$ cat src/rtl/uart_pkg.sv
// Shared types and widths for the UART transmit path.
package uart_pkg;

  localparam int unsigned UART_DATA_W = 8;
  localparam int unsigned STOP_BITS   = 1;

  typedef enum logic [2:0] {
    IDLE   = 3'd0,
    START  = 3'd1,
    DATA   = 3'd2,
    PARITY = 3'd3,
    STOP   = 3'd4
  } uart_state_e;

endpackage

$ cat src/rtl/uart_baud_gen.sv
// Bit-period timer: counts 0..CLKS_PER_BIT-1 and flags the last cycle of each bit.
// bit_end is registered; bit_end_next_c is the same flag one cycle early.
module uart_baud_gen #(
  parameter int unsigned CLKS_PER_BIT = 868
) (
  input  logic clk,
  input  logic rst,
  input  logic clear,
  output logic bit_end,
  output logic bit_end_next_c
);

  localparam int unsigned CNT_W = $clog2(CLKS_PER_BIT);
  localparam logic [CNT_W-1:0] CNT_LAST = CNT_W'(CLKS_PER_BIT - 1);

  logic [CNT_W-1:0] cnt_q, cnt_d;
  logic             bit_end_q;

  always_comb begin
    cnt_d = cnt_q + CNT_W'(1);
    if (clear || (cnt_q == CNT_LAST)) begin
      cnt_d = '0;
    end
    bit_end_next_c = (cnt_d == CNT_LAST);
  end

  always_ff @(posedge clk or posedge rst) begin
    if (rst) begin
      cnt_q     <= '0;
      bit_end_q <= 1'b0;
    end else begin
      cnt_q     <= cnt_d;
      bit_end_q <= bit_end_next_c;
    end
  end

  assign bit_end = bit_end_q;

endmodule

$ cat src/rtl/uart_tx_packet.sv
// 8N1 UART transmitter with a valid/ready byte input and a per-packet done pulse.
// Define UART_TX_PARITY_EN to insert an even-parity bit between data and stop.
module uart_tx_packet
  import uart_pkg::*;
#(
  parameter int unsigned CLKS_PER_BIT = 868,
  parameter int unsigned N_BYTES      = 9
) (
  input  logic       clk,
  input  logic       rst,
  input  logic [7:0] data_in,
  input  logic       data_valid,
  output logic       data_ready,
  output logic       tx,
  output logic       busy,
  output logic       done
);

  localparam int unsigned BCNT_W = $clog2(N_BYTES + 1);
  localparam int unsigned IDX_W  = $clog2(UART_DATA_W);

  uart_state_e              state_q, state_d;
  logic [UART_DATA_W-1:0]   shift_q, shift_d;
  logic [IDX_W-1:0]         bit_idx_q, bit_idx_d;
  logic [BCNT_W-1:0]        byte_cnt_q, byte_cnt_d;
  logic                     tx_q, tx_d;
  logic                     data_ready_q, data_ready_d;
  logic                     busy_q, busy_d;
  logic                     done_q, done_d;
  logic                     accept_c;
  logic                     bit_end;
  logic                     bit_end_next_c;
`ifdef UART_TX_PARITY_EN
  logic                     parity_q, parity_d;
`endif

  assign accept_c = data_valid && data_ready_q;

  // Baud counter is held at zero while idle, so every frame starts on a fresh bit.
  uart_baud_gen #(
    .CLKS_PER_BIT (CLKS_PER_BIT)
  ) u_baud (
    .clk            (clk),
    .rst            (rst),
    .clear          (state_q == IDLE),
    .bit_end        (bit_end),
    .bit_end_next_c (bit_end_next_c)
  );

  always_ff @(posedge clk or posedge rst) begin
    if (rst) begin
      state_q <= IDLE;
    end else begin
      state_q <= state_d;
    end
  end

  always_comb begin
    state_d = state_q;
    unique case (state_q)
      IDLE:  if (accept_c) state_d = START;
      START: if (bit_end) state_d = DATA;
      DATA: begin
        if (bit_end && (bit_idx_q == IDX_W'(UART_DATA_W - 1))) begin
`ifdef UART_TX_PARITY_EN
          state_d = PARITY;
`else
          state_d = STOP;
`endif
        end
      end
`ifdef UART_TX_PARITY_EN
      PARITY: if (bit_end) state_d = STOP;
`endif
      STOP:  if (bit_end && (bit_idx_q == IDX_W'(STOP_BITS - 1))) state_d = IDLE;
      default: state_d = IDLE;
    endcase
  end

  // Datapath and next values of the registered outputs, all keyed off state_d.
  always_comb begin
    shift_d    = shift_q;
    bit_idx_d  = bit_idx_q;
    byte_cnt_d = byte_cnt_q;
`ifdef UART_TX_PARITY_EN
    parity_d   = parity_q;
    if (accept_c) parity_d = ^data_in;
`endif

    if (accept_c) begin
      shift_d = data_in;
    end else if ((state_q == DATA) && bit_end) begin
      shift_d = shift_q >> 1;
    end

    // bit_idx counts data bits in DATA and stop bits in STOP.
    if (state_d != state_q) begin
      bit_idx_d = '0;
    end else if (bit_end) begin
      bit_idx_d = bit_idx_q + IDX_W'(1);
    end

    if ((state_q == STOP) && (state_d == IDLE)) begin
      byte_cnt_d = (byte_cnt_q == BCNT_W'(N_BYTES - 1)) ? '0 : byte_cnt_q + BCNT_W'(1);
    end

    unique case (state_d)
      START:   tx_d = 1'b0;
      DATA:    tx_d = shift_d[0];
`ifdef UART_TX_PARITY_EN
      PARITY:  tx_d = parity_q;
`endif
      default: tx_d = 1'b1;
    endcase

    data_ready_d = (state_d == IDLE);
    busy_d       = (state_d != IDLE);
    // Lands on the final cycle of the last stop bit of the packet.
    done_d       = (state_d == STOP) && bit_end_next_c &&
                   (bit_idx_d == IDX_W'(STOP_BITS - 1)) &&
                   (byte_cnt_q == BCNT_W'(N_BYTES - 1));
  end

  always_ff @(posedge clk or posedge rst) begin
    if (rst) begin
      shift_q      <= '0;
      bit_idx_q    <= '0;
      byte_cnt_q   <= '0;
      tx_q         <= 1'b1;
      data_ready_q <= 1'b1;
      busy_q       <= 1'b0;
      done_q       <= 1'b0;
`ifdef UART_TX_PARITY_EN
      parity_q     <= 1'b0;
`endif
    end else begin
      shift_q      <= shift_d;
      bit_idx_q    <= bit_idx_d;
      byte_cnt_q   <= byte_cnt_d;
      tx_q         <= tx_d;
      data_ready_q <= data_ready_d;
      busy_q       <= busy_d;
      done_q       <= done_d;
`ifdef UART_TX_PARITY_EN
      parity_q     <= parity_d;
`endif
    end
  end

  assign tx         = tx_q;
  assign data_ready = data_ready_q;
  assign busy       = busy_q;
  assign done       = done_q;

endmodule
$ cat config.mk
export PLATFORM = sky130hd
export DESIGN_NAME = uart_tx_packet
export DESIGN_NICKNAME = d
export VERILOG_FILES = /design/src/rtl/uart_pkg.sv /design/src/rtl/uart_baud_gen.sv /design/src/rtl/uart_tx_packet.sv
export SDC_FILE = /design/constraint.sdc
export NUM_CORES = 1
export LEC_CHECK = 0
export CAP_MARGIN = 0
export CORE_MARGIN = 2
export CORE_UTILIZATION = 25
export CTS_BUF_LIST = sky130_fd_sc_hd__clkbuf_2
export DETAILED_ROUTE_END_ITERATION = 8
export GPL_TIMING_DRIVEN = 1
export PLACE_DENSITY = 0.46
export SETUP_SLACK_MARGIN = 0.02
export SYNTH_ARGS = -nofsm -noshare
export SYNTH_HDL_FRONTEND = slang
export SYNTH_SLANG_ARGS = --single-unit
$ cat constraint.sdc
create_clock -name clk -period 2.08 [get_ports clk]
set_input_delay 0.624 -clock clk [delete_from_list [all_inputs] [get_ports clk]]
set_output_delay 0.624 -clock clk [all_outputs]
set_load 0.01 [all_outputs]
==> impl_metrics.csv <==
group,metric,value,unit
synth,synth_mux_area_share,6.43,%
placement,dpl.cell_count,288,
timing,layout_min_cycle_time,1.88,ns
synth,synth_top_family_by_area,"simple AND/OR/NAND/NOR gates",
finish,diodes,0,
finish,stdcell_count,296,
synth,synth-compound-area-share,12.0,%
finish,final_common_cell,"dfrtp_1",
die,coreArea,6790,um^2
power_and_ir_drop,p_leak,0.856,nW
timing,tightest_slew,0.479,ns
power_and_ir_drop,p_int,1.07,mW
die,start_util,25.8,%
synth,synth_xor_area_share,3.00,%
power_and_ir_drop,p_sw_share,33.0,%
global_routing,grt_max_degree,34,
synth,synth-async-reset-ratio,100,%
clock_network,cts_root_buf,"clkbuf_2",
run,maxCapViolations,0,
power_and_ir_drop,p_switching,0.527,mW
routing,ant_nets,0,
die,placementRows,30,
clock_network,post_cts_buffers,0,
timing,finalHoldViolCount,0,
clock_network,clk_latency,0.37,ns
global_routing,track_usage,9.94,%
clock_network,clkTransAtPathRegs,0.16,ns
timing,fmax,532,MHz
run_status,status,"completed",
routing,drt_pass1_iterations,4,
critical_path,end_kind,"output port",
timing,report.final.slew_viol_count,0,
critical_path,critPathMaxFanout,1,
timing,rsz0062_at_grt,"no",
routing,vias_per_cell,4.50,
finish,fin_nets,216,
timing,setup_violations,0,
critical_path,critPathKind,"reg -> out",
hold_path,hold_class,"reg -> reg",
finish,layout_common_cells,"dfrtp_1, nor2_1, a21oi_1, clkdlybuf4s50_1",
synth,syn_area_per_cell,9.67,um^2
global_routing,first_global_vias,1282,
critical_path,cp-start-kind,"register",
critical_path,slowest_stage,"clkdlybuf4s50_1",
critical_path,worst-path-buf-inv,1,
power_and_ir_drop,power_frac_clock,19.0,%
synth,yosys_register_bits,33,
finish,syn2layout_area_growth,18.3,%
synth,syn_nets,198,
power_and_ir_drop,power.density,770,nW/um^2
die,ios,15,
finish,multi_input_area,851,um^2
power_and_ir_drop,comb_power_share,23.6,%
synth,synth_fa_ha_area_share,4.29,%
clock_network,cts_tree,"built",
routing,wl,3.43,mm
routing,routedWlPerCell,11.6,um
synth,yosys_warnings,0,
global_routing,antenna_found_initial,0,
synth,ys_types,42,
global_routing,grt_pass1_wl,5.95,mm
synth,syn-cell-area,1750,um^2
critical_path,crit_family,"buffers and inverters",
die,fp.dieW,87.7,um
routing,num_vias,1331,
routing,post-route-drc-count,0,
critical_path,worstPathCellList,"clkdlybuf4s50_1",
timing,fin_skew,0.0104,ns
synth,synth_ff_type,"dfrtp_1",
clock_network,h-tree-depth,2,
critical_path,cp_slowest_stage_delay,0.53,ns
clock_network,clock_sinks,33,
placement,dp_hpwl,2.39,mm
synth,synth_simple_gate_area_share,22.5,%
clock_network,hold_buffers,0,
placement,globalplace.congestion,0.748,
synth,syn_inst,181,
power_and_ir_drop,seqPwrFrac,57.3,%
timing,post-route-period-util,90.4,%
critical_path,worstPathRequired,1.46,ns
timing,fin_tns_setup,0,ns
die,fp.dieH,87.7,um
power_and_ir_drop,vdd_drop_max,0.000245,V
critical_path,arrival,1.26,ns
timing,slew_headroom,67.8,%
finish,nFillCells,717,
die,die-area,7690,um^2
finish,drive_gt1_share,12.0,%
finish,seq_area,828,um^2
clock_network,numCtsBuffers,5,
placement,portBuffers,14,
clock_network,clock_path_buffers,2,
global_routing,grt-ovfl-total,0,
synth,yosysSeqAreaShare,47.3,%
routing,drt_iter0_markers,28,
power_and_ir_drop,p_total,1.59,mW
synth,synth_edf_count,0,
cell type report:
cell class                 count  area share (%)
sequential                    33            40.0
clock inverter                 1           0.181
tap                           96            5.80
timing repair buffer          21            9.79
clock buffer                   7            1.69
inverter                       8            1.45
multi-input combinational    130            41.1
registers in the layout, indices dropped and copies added, names as in the netlist:
name / flops
done: 1
shift_q: 8
u_baud.bit_end: 1
data_ready: 1
u_baud.cnt_q: 10
busy: 1
state_q: 3
bit_idx_q: 3
byte_cnt_q: 4
tx: 1
cell usage after synthesis, drive strengths merged (3+ instances only):
| cell type | n | share of area (%) |
|---|---|---|
| a21oi | 16 | 4.6 |
| buf | 6 | 1.9 |
| clkbuf | 4 | 0.86 |
| dfrtp | 31 | 44 |
| ha | 6 | 4.3 |
| inv | 8 | 1.7 |
| mux2i | 9 | 5.1 |
| nand2 | 9 | 1.9 |
| nand3 | 7 | 2.3 |
| nand3b | 3 | 1.3 |
| nand4 | 4 | 1.4 |
| nor2 | 25 | 5.4 |
| nor2b | 3 | 1.1 |
| nor3 | 9 | 2.6 |
| o21ai | 6 | 1.7 |
| xnor2 | 4 | 2.0 |
stage by stage:
stage / hold slack (ns) / utilization [%] / setup slack [ns] / instance area (um^2)
finish: 0.544 / 30.5 / 0.200 / 2070
global placement: 0.501 / 29.9 / 0.0174 / 2030
detailed placement: 0.526 / 29.9 / 0.0136 / 2030
global route: 0.566 / 30.5 / 0.0665 / 2070
CTS: 0.545 / 30.5 / 0.143 / 2070
floorplan: 0.471 / - / 0.458 / 1750
power groups by stage:
stage               Clock (mW)  Sequential, mW  Combinational, mW
finish                   0.304           0.914              0.376
floorplan                    0           0.876              0.305
global placement             0           0.926              0.385
CTS                      0.323           0.915              0.384
global route             0.345           0.939              0.430
detailed placement           0           0.929              0.388
worst paths after layout:
check                                               start                        end  slack, ns  cells past startpoint
min in group asynchronous                             rst     shift_q[5]$_DFFE_PP0P_       0.57                      3
worst min register to register  u_baud.cnt_q[0]$_DFF_PP0_  u_baud.cnt_q[0]$_DFF_PP0_       0.54                      1
worst max register to register  u_baud.cnt_q[3]$_DFF_PP0_             done$_DFF_PP0_       0.24                      5
max in group asynchronous                             rst               tx$_DFF_PP1_       1.27                      3
worst min-delay path            u_baud.cnt_q[0]$_DFF_PP0_  u_baud.cnt_q[0]$_DFF_PP0_       0.54                      1
worst max-delay path                       done$_DFF_PP0_                       done       0.20                      1
metal layers:
layer | part of all wire [%] | up-vias | wire (um) | global-route usage (%)
met4 | 1.5 | 0 | 53 | 4.20
met3 | 3.2 | 5 | 110 | 3.11
met1 | 49 | 636 | 1690 | 12.7
met5 | 0 | - | 0 | 0
met2 | 46 | 14 | 1570 | 15.5
li1 | - | 676 | - | -
repair_timing:
| action | in CTS | in global routing |
|---|---|---|
| setup endpoints to repair | 2 | 1 |
| pin swaps | 0 | 0 |
| resized for setup | 2 | 1 |
cell families (layout without fill, tap and decap cells):
group | Yosys count | in the layout
adders and majority gates | 6 | 6
DFF | 33 | 33
and+or+nand+nor | 74 | 74
AOI/OAI and AO/OA | 33 | 33
buffers and inverters | 18 | 37
xor gates and xnor gates | 6 | 6
muxes | 11 | 11
Power figures use the tool's default switching activity.
